**config.mk**
```make
export PLATFORM = sky130hd
export DESIGN_NAME = prio_enc_rr
export DESIGN_NICKNAME = d
export VERILOG_FILES = /design/src/rtl/prio_enc_rr.sv
export SDC_FILE = /design/constraint.sdc
export NUM_CORES = 1
export LEC_CHECK = 0
export ABC_CLOCK_PERIOD_IN_PS = 2000
export BUFFER_PORTS_ARGS = -buffer_cell sky130_fd_sc_hd__buf_2
export CORE_AREA = 2 2 39 41
export DETAILED_ROUTE_END_ITERATION = 8
export DIE_AREA = 0 0 41 43
export HOLD_SLACK_MARGIN = 0.02
export MAX_ROUTING_LAYER = met4
export PLACE_DENSITY = 0.66
export REMOVE_ABC_BUFFERS = 1
export SYNTH_ARGS = -nofsm -noshare
export SYNTH_HDL_FRONTEND = slang
export SYNTH_SLANG_ARGS = --single-unit
```
**constraint.sdc**
```tcl
create_clock -name clk -period 2 [get_ports clk]
set_clock_uncertainty 0.1 [all_clocks]
set_input_delay 0.2 -clock clk [delete_from_list [all_inputs] [get_ports clk]]
set_output_delay 0.2 -clock clk [all_outputs]
set_load 0.01 [all_outputs]
```
**src/rtl/prio_enc_rr.sv**
```systemverilog
// prio_enc_rr: registered N-input priority encoder with fixed-priority and
// round-robin modes. One decision per enabled cycle. The index, one-hot grant
// and valid flag are all flops, so no input reaches an output combinationally.
module prio_enc_rr #(
  parameter int N = 4,
  parameter int W = $clog2(N)
) (
  input  logic         clk,
  input  logic         rst,
  input  logic [N-1:0] x,
  input  logic         en,
  input  logic         mode,
  output logic [W-1:0] y,
  output logic [N-1:0] g,
  output logic         v
);

  localparam logic [N-1:0] ONE_HOT_0 = {{(N-1){1'b0}}, 1'b1};
  localparam logic [W-1:0] LAST_IDX  = W'(N - 1);

  logic [W-1:0] y_r;
  logic [N-1:0] g_r;
  logic         v_r;
  logic [W-1:0] ptr_r;

  logic         any_s;
  logic [W-1:0] fix_idx_s;
  logic [W-1:0] rr_idx_s;
  logic         rr_found_s;
  logic [W-1:0] grant_idx_s;
  logic [W-1:0] ptr_nxt_s;

  // Fixed priority: the last set bit seen in an ascending scan is the highest index.
  always_comb begin
    any_s     = |x;
    fix_idx_s = '0;
    for (int i = 0; i < N; i++) begin
      if (x[i]) begin
        fix_idx_s = W'(i);
      end else begin
        fix_idx_s = fix_idx_s;
      end
    end
  end

  // Round-robin: scan from ptr upward with an explicit wrap at N, so non-power-of-two N works.
  always_comb begin
    rr_idx_s   = '0;
    rr_found_s = 1'b0;
    for (int k = 0; k < N; k++) begin
      int j;
      j = int'(ptr_r) + k;
      if (j >= N) begin
        j = j - N;
      end else begin
        j = j;
      end
      if (!rr_found_s && x[j]) begin
        rr_found_s = 1'b1;
        rr_idx_s   = W'(j);
      end else begin
        rr_found_s = rr_found_s;
      end
    end
  end

  // Select the winner for the active mode and form the pointer that follows it.
  always_comb begin
    if (mode) begin
      grant_idx_s = rr_idx_s;
    end else begin
      grant_idx_s = fix_idx_s;
    end
    if (rr_idx_s == LAST_IDX) begin
      ptr_nxt_s = '0;
    end else begin
      ptr_nxt_s = rr_idx_s + W'(1);
    end
  end

  // Decision register: reset beats enable, en=0 holds everything, ptr moves only on RR grants.
  always_ff @(posedge clk) begin
    if (rst) begin
      y_r   <= '0;
      g_r   <= '0;
      v_r   <= 1'b0;
      ptr_r <= '0;
    end else if (en) begin
      if (!any_s) begin
        y_r <= '0;
        g_r <= '0;
        v_r <= 1'b0;
      end else begin
        y_r <= grant_idx_s;
        g_r <= ONE_HOT_0 << grant_idx_s;
        v_r <= 1'b1;
        if (mode) begin
          ptr_r <= ptr_nxt_s;
        end else begin
          ptr_r <= ptr_r;
        end
      end
    end else begin
      y_r   <= y_r;
      g_r   <= g_r;
      v_r   <= v_r;
      ptr_r <= ptr_r;
    end
  end

  assign y = y_r;
  assign g = g_r;
  assign v = v_r;

endmodule

```
# ---- Word level (Yosys, flattened, before mapping)
# Cells that the tools add are included.
dict set report totals {
  reg_bits 9
  input_bits 8
  output_inout_bits 7
  word_cells 61
}
dict set report classes {
  addsub 8
  n_lt_le_gt_ge 8
  eq_ne 1
  shift 1
  n_mux 31
  reduce_logical 8
}
# cell count
set ops {}
lappend ops {{$lt A32 B4 Y1 const B} 4}
lappend ops {{$mux W32} 4}
lappend ops {{$mux W2} 9}
lappend ops {{$mux W1} 13}
lappend ops {{$sub A3 B3 Y4 const B} 3}
lappend ops {{$ge A3 B3 Y1 const B} 3}
lappend ops {{$bmux W1 S2} 4}
lappend ops {{$add A2 B2 Y3 const B} 2}
lappend ops {{$mux W4} 1}
lappend ops {{$reduce_or A4 Y1} 1}
lappend ops {{$shl A1 B2 Y4 const A} 1}
lappend ops {{$sub A2 B3 Y4 const B} 1}
lappend ops {{$add A2 B1 Y3 const B} 1}
lappend ops {{$ge A2 B3 Y1 const B} 1}
lappend ops {{$logic_and A1 B1 Y1} 3}
lappend ops {{$logic_not A1 Y1} 3}
lappend ops {{$reduce_and A3 Y1} 1}
lappend ops {{$add A2 B1 Y2 const B} 1}
lappend ops {{$eq A2 B2 Y1 const B} 1}

# ---- Depth between registers and ports, before layout
# Gate-level depths: netlist (run 1).
dict set report logic_depth {
  ltp_word 18
  ltp_mapped 4
  depth_no_buf 4
}

# ---- Least setup slack after synthesis (run 1)
# OpenSTA, ideal clock, no wires.
dict set report synth_timing {
  path_kind {reg-to-reg}
  startpoint {register ptr_r[0]}
  endpoint {register g_r[1], in the netlist g[1]}
  arrival_time_ns 1.293
  t_required_ns 1.816
  slack_ns 0.522
  path_stages_with_launch 5
  n_path_buf 0
  path_cell_list {dfxtp_1 > or2b_4 > a21boi_1 > or4_4 > o31ai_2}
}
dict set report synth_via {
  elab_chain_cells 18
  elab_cells_between_ends 43
  cone_classes {7 x add/sub; 4 x order compare; 1 x shift; 25 x mux; 6 x reduce/logical}
}
# item line
set synth_lines {}
lappend synth_lines {{start, declared} 24} ;# logic [W-1:0] ptr_r;
lappend synth_lines {{start signal, assigned} 98} ;# ptr_r <= ptr_nxt_s;
lappend synth_lines {{start signal, assigned} 100} ;# ptr_r <= ptr_r;
lappend synth_lines {{start signal, assigned} 107} ;# ptr_r <= ptr_r;
lappend synth_lines {{branches (longest 14 deep; another with $sub A3 B3 Y4)} --}
lappend synth_lines {{$mux W2 *} 58} ;# if (!rr_found_s && x[j]) begin
lappend synth_lines {{$mux W2 *} 69} ;# if (mode) begin
lappend synth_lines {{$shl A1 B2 Y4 *} 95} ;# g_r <= ONE_HOT_0 << grant_idx_s;
lappend synth_lines {{$mux W4 *} 89} ;# if (!any_s) begin
lappend synth_lines {{end signal, assigned} 95}
lappend synth_lines {{end signal, assigned} 105} ;# g_r <= g_r;
lappend synth_lines {{end, declared} 22} ;# logic [N-1:0] g_r;
# Mark *: on every way between the ends. The select of a mux whose other input is x is not followed.
# A chain may end at the register's enable or synchronous reset.

# ---- Worst setup path after layout (run 1)
# Ends and elaborated chain as after synthesis.

==> results.toml, run 1 <==
[run_status]
status = "complete, no violations"

[worst_setup_path]
slowest_stage = "or4_4"
cp.required_ns = 2.08
critical_path.endpoint_type = "register"
crit_type = "register to register"
crit_fanout = 6
arrival_ns = 1.68
crit_chain = "or2b_4 -> a21boi_1 -> or4_4 -> o31ai_2"
slowest_delay_ns = 0.54
startpoint_type = "register"

[clock_network]
post-cts-setup-buffer-count = 0
cts_tree = "built"
insertion_delay_ns = 0.26
clk_path_buf_depth = 2
cts_buffers = 3
hold_buffers = 0
cts_resized = 0
ctsHtreeMaxLevel = 1
path_clk_slew_ns = 0.06
cts_root_buf = "clkbuf_4"
clock-sinks = 9

[placed_design]
gp_congestion = 0.810
dp_hpwl_um = 855
dpl_cell_area_um2 = 596
port_buffers = 14

[power_and_ir_drop]
vdd_ir_drop_max_uv = 284
p_leak_nw = 0.271
power.density_nw_per_um2 = 689
power.total_uw = 429

[floorplan]
io-pin-count = 15
start_util_pct = 36.8
die_y_um = 43
die_w_um = 41
core_um2 = 1380
rows = 14
dieArea_um2 = 1760

[min_path]
hold_class = "input port to register"

[sta]
hold_ws_ns = 0.133
worstMarginPinSlew_ns = 0.319
period_needed_ns = 1.60
setup_tns_ns = 0
hold_viol_final = 0
final-setup-viol-count = 0
rsz0062_at_grt = "no"
finalCritPeriodShare_pct = 80.2
timing.slew.headroom_pct = 78.6
drv_slew = 0
clock.fmax_mhz = 624

[global_routing]
grt_max_degree = 11
grt_first_pass_wirelength_um = 1700
antenna_found_initial = 0
track_usage_pct = 15.1
first_global_vias = 441
overflow = 0

[synth]
yosys_warnings = 0
syn_avg_cell_area_um2 = 8.21
synthCells = 62
synth_edf_count = 0
synth_top_area_share_pct = 35.4
synth_seq_cells = 9
syn_area_um2 = 509
synth_top_area_cell = "dfxtp_1"
synth_top_cells_by_area = "dfxtp_1 (35%), a21oi_1 (6.9%), nand3_1 (4.9%)"
synth.distinct_cells = 24
async_reset_ff_share_pct = 0
synth_flop_cell = "dfxtp_1"
seq_area_frac_synth_pct = 35.4

[finish]
final_core_util_pct = 44.9
drive_gt1_share_pct = 29.1
final_common_cell = "buf_2"
area_growth_pct = 22.1
final_cell_mix = "buf_2 (14), dfxtp_1 (9), a21oi_1 (7), inv_1 (5), nand3_1 (5)"
nNetsFinal = 88
antenna_cells = 0
fin_area_um2 = 622

[detailed_routing]
wl_um = 1100
drc = 0
drt_pre_antenna_iters = 4
drt-initial-drc-count = 12
num_vias = 511
antenna_left = 0
vias_per_cell = 5.38
wl_per_cell_um = 11.6

[run]
cap_violations = 0
[path summary, 6_finish.rpt]
| kind | start | to | slack (ns) | depth (start not counted) |
|---|---|---|---|---|
| worst max-delay path | ptr_r[0] | g[1] | 0.40 | 4 |
| worst min-delay path | rst | y[1] | 0.13 | 2 |
| worst max register to register | ptr_r[0] | g[1] | 0.40 | 4 |
| worst min register to register | y[1] | y[1] | 0.37 | 2 |
[worst max-delay path: cells and delay by family, from the launching register on]
family	cells	cell delay [ns]
AOI/OAI and AO/OA	2	0.29
DFF	1	0.42
and+or+nand+nor	2	0.71
[sequential cells by signal, summed over array words and instances, names as in the netlist]
signal	flops
g	4
ptr_r	2
y	2
v	1
[power breakdown]
part / internal [mW] / switching [mW]
Combinational: 0.0392 / 0.0505
Clock: 0.0769 / 0.0633
Sequential: 0.191 / 0.00767
[Yosys cell counts (2+ instances only)]
library cell and count:
o21ai_0 3, o31ai_2 2, and2_1 2, o31ai_1 3, inv_1 5, nor2b_1 2, dfxtp_1 9, nand2_1 3
a211oi_1 3, nand3_1 5, a21oi_1 7, nor2_1 4, nand2b_1 3
[stage by stage]
step,cells,worst slack (ns)
detailed placement,91,0.437
CTS,95,0.420
global placement,91,0.461
global route,95,0.290
floorplan,61,0.523
finish,95,0.397
[metal layers]
layer  vias to the layer above  routed length (um)  GRT usage [%]
met5                         -                   0              -
met4                         0                  18           8.00
met3                         2                  82           6.28
met2                        19                 492           22.2
met1                       232                 508           16.7
li1                        258                   -              -
[layout make-up]
class	instances	area, um2
clock buffers	4	26.3
fillers	156	762
inverters	5	18.8
multi-input cells	47	307
flip-flops and latches	9	180
well taps	16	20.0
repair buffers	14	70.1
[cell families after synthesis]
family / share of synthesized area, %
buffers and inverters: 4.42
AOI/OAI and AO/OA: 32.4
DFF: 35.4
muxes: 2.21
and+or+nand+nor: 25.5
Power figures use the tool's default switching activity.
==> run 2, diff against run 1 <==
--- a/config.mk
+++ b/config.mk
@@ -5,14 +5,14 @@
 export SDC_FILE = /design/constraint.sdc
 export NUM_CORES = 1
 export LEC_CHECK = 0
-export ABC_CLOCK_PERIOD_IN_PS = 2000
+export ABC_CLOCK_PERIOD_IN_PS = 1400
 export BUFFER_PORTS_ARGS = -buffer_cell sky130_fd_sc_hd__buf_2
 export CORE_AREA = 2 2 39 41
 export DETAILED_ROUTE_END_ITERATION = 8
 export DIE_AREA = 0 0 41 43
 export HOLD_SLACK_MARGIN = 0.02
 export MAX_ROUTING_LAYER = met4
-export PLACE_DENSITY = 0.66
+export PLACE_DENSITY = 0.68
 export REMOVE_ABC_BUFFERS = 1
 export SYNTH_ARGS = -nofsm -noshare
 export SYNTH_HDL_FRONTEND = slang
==> constraint.sdc (replaced) <==
create_clock -name clk -period 1.4 [get_ports clk]
set_clock_uncertainty 0.1 [all_clocks]
set_input_delay 0.14 -clock clk [delete_from_list [all_inputs] [get_ports clk]]
set_output_delay 0.14 -clock clk [all_outputs]
set_load 0.01 [all_outputs]
==> results.toml, run 2 (synthesis gave the netlist of run 1 again) <==
[sta]
period_needed_ns = 1.48
final-setup-viol-count = 3
clock.fmax_mhz = 675
drv_slew = 0
hold_viol_final = 0
hold_ws_ns = 0.0880
finalCritPeriodShare_pct = 106
rsz0062_at_grt = "yes"
timing.slew.headroom_pct = 78.9
worstMarginPinSlew_ns = 0.313
setup_ws_ns = -0.0816

[power_and_ir_drop]
power.density_nw_per_um2 = 898
p_leak_nw = 0.320
p_clk_share_pct = 30.9
power.total_uw = 644
p_int_uw = 461
switching_share_pct = 28.4
power.switching_uw = 183
p_comb_share_pct = 25.2
vdd_ir_drop_max_uv = 500
power_frac_seq_pct = 43.9

[clock_network]
hold_buffers = 0
insertion_delay_ns = 0.26
ctsHtreeMaxLevel = 1
clock-sinks = 9
clk_path_buf_depth = 2
cts_tree = "built"
cts_buffers = 3
path_clk_slew_ns = 0.06
cts_root_buf = "clkbuf_4"

[floorplan]
dieArea_um2 = 1760
die_y_um = 43
io-pin-count = 15
core_um2 = 1380
start_util_pct = 36.8
die_w_um = 41
rows = 14

[worst_setup_path]
slowest_delay_ns = 0.55
startpoint = "ptr_r[1]"
startpoint_type = "register"
reg2reg_from = "ptr_r[1]"
crit_family = "simple AND/OR/NAND/NOR gates"
arrival_ns = 1.55
critical_path.endpoint_type = "register"
crit_fanout = 3
cp.required_ns = 1.47
r2r-end = "g[1]"
critical_path_buf_inv_count = 0
crit_chain = "nor2b_2 -> a21boi_2 -> or4_4 -> o31ai_2"
crit_type = "register to register"
r2r_slack_ns = -0.08
r2r_cells = 4
slowest_stage = "or4_4"

[detailed_routing]
vias_per_cell = 5.39
drt_pre_antenna_iters = 4
drc = 0
antenna_left = 0
drt-initial-drc-count = 9
num_vias = 561
wl_per_cell_um = 11.7
wl_um = 1220

[finish]
drive_gt1_share_pct = 44.3
fillCellCount = 136
antenna_cells = 0
area_growth_pct = 40.8
final_core_util_pct = 51.8
nNetsFinal = 97
final_cell_mix = "buf_2 (14), buf_4 (9), a21oi_1 (7), dfxtp_1 (7)"
largest_reg_flops = 4
final_common_cell = "buf_2"
fin_cells = 104

[placed_design]
gp_congestion = 0.806
pre_cts_ws_ns = -0.112
port_buffers = 14
placed_cells = 100

[global_routing]
first_global_vias = 483
antenna_found_initial = 0
overflow = 0
track_usage_pct = 16.0
grt_max_degree = 11
grt_first_pass_wirelength_um = 1920

[min_path]
hold-path-endpoint = "y[1]"
holdPathStages = 2
min-delay-start = "rst"
hold_class = "input port to register"

[run_status]
violations = "negative setup slack"
status = "finished with violations"

[run]
cap_violations = 0
==> run 2: what timing repair did <==
item / in CTS / in global routing
pin swaps: 2 / 3
setup buffers: 0 / 0
gates resized for setup: 3 / 4
cloned: 0 / 0
endpoints found under the setup margin: 4 / 7
==> run 2: worst max-delay path by stage <==
stage | to | slack [ns] | cells after the start
floorplan | g[1] | -0.08 | 4
global placement | g[1] | -0.06 | 5
detailed placement | g[1] | -0.11 | 4
CTS | g[3] | -0.08 | 4
global route | g[3] | -0.13 | 4
finish | g[1] | -0.08 | 4
==> run 2: final cells by class <==
cell class	instances	area [um2]	area share [%]
Clock buffer	4	26.3	3.66
Timing Repair Buffer	23	138	19.2
Multi-Input combinational cell	47	332	46.2
Tap cell	16	20.0	2.79
Sequential cell	9	183	25.5
Inverter	5	18.8	2.62
==> run 2: layer usage <==
layer  part of all wire (%)  vias to the layer above  track usage [%]
met3                    6.8                        0             6.28
met1                     46                      262             19.6
li1                       -                      278                -
met4                      0                        0             2.00
met5                      0                        -                -
met2                     48                       21             25.0
==> run 2: stage by stage <==
step | cell area, um2 | setup TNS (ns)
after floorplan | 505 | -0.155
after global placement | 663 | -0.128
after detailed placement | 663 | -0.218
after CTS | 698 | -0.134
after global routing | 717 | -0.398
final | 717 | -0.146
==> run 2: worst register-to-register path, cell delays in order, from the launching register on <==
cell and delay [ns]:
dfxtp_2 0.35, nor2b_2 0.05, a21boi_2 0.15, or4_4 0.55, o31ai_2 0.19
==> run 2: power by group through the flow <==
stage	clock network, mW	logic, mW	registers [mW]
detailed placement	0	0.153	0.287
global placement	0	0.151	0.286
CTS	0.212	0.156	0.282
global route	0.223	0.181	0.285
floorplan	0	0.0737	0.295
finish	0.199	0.162	0.283
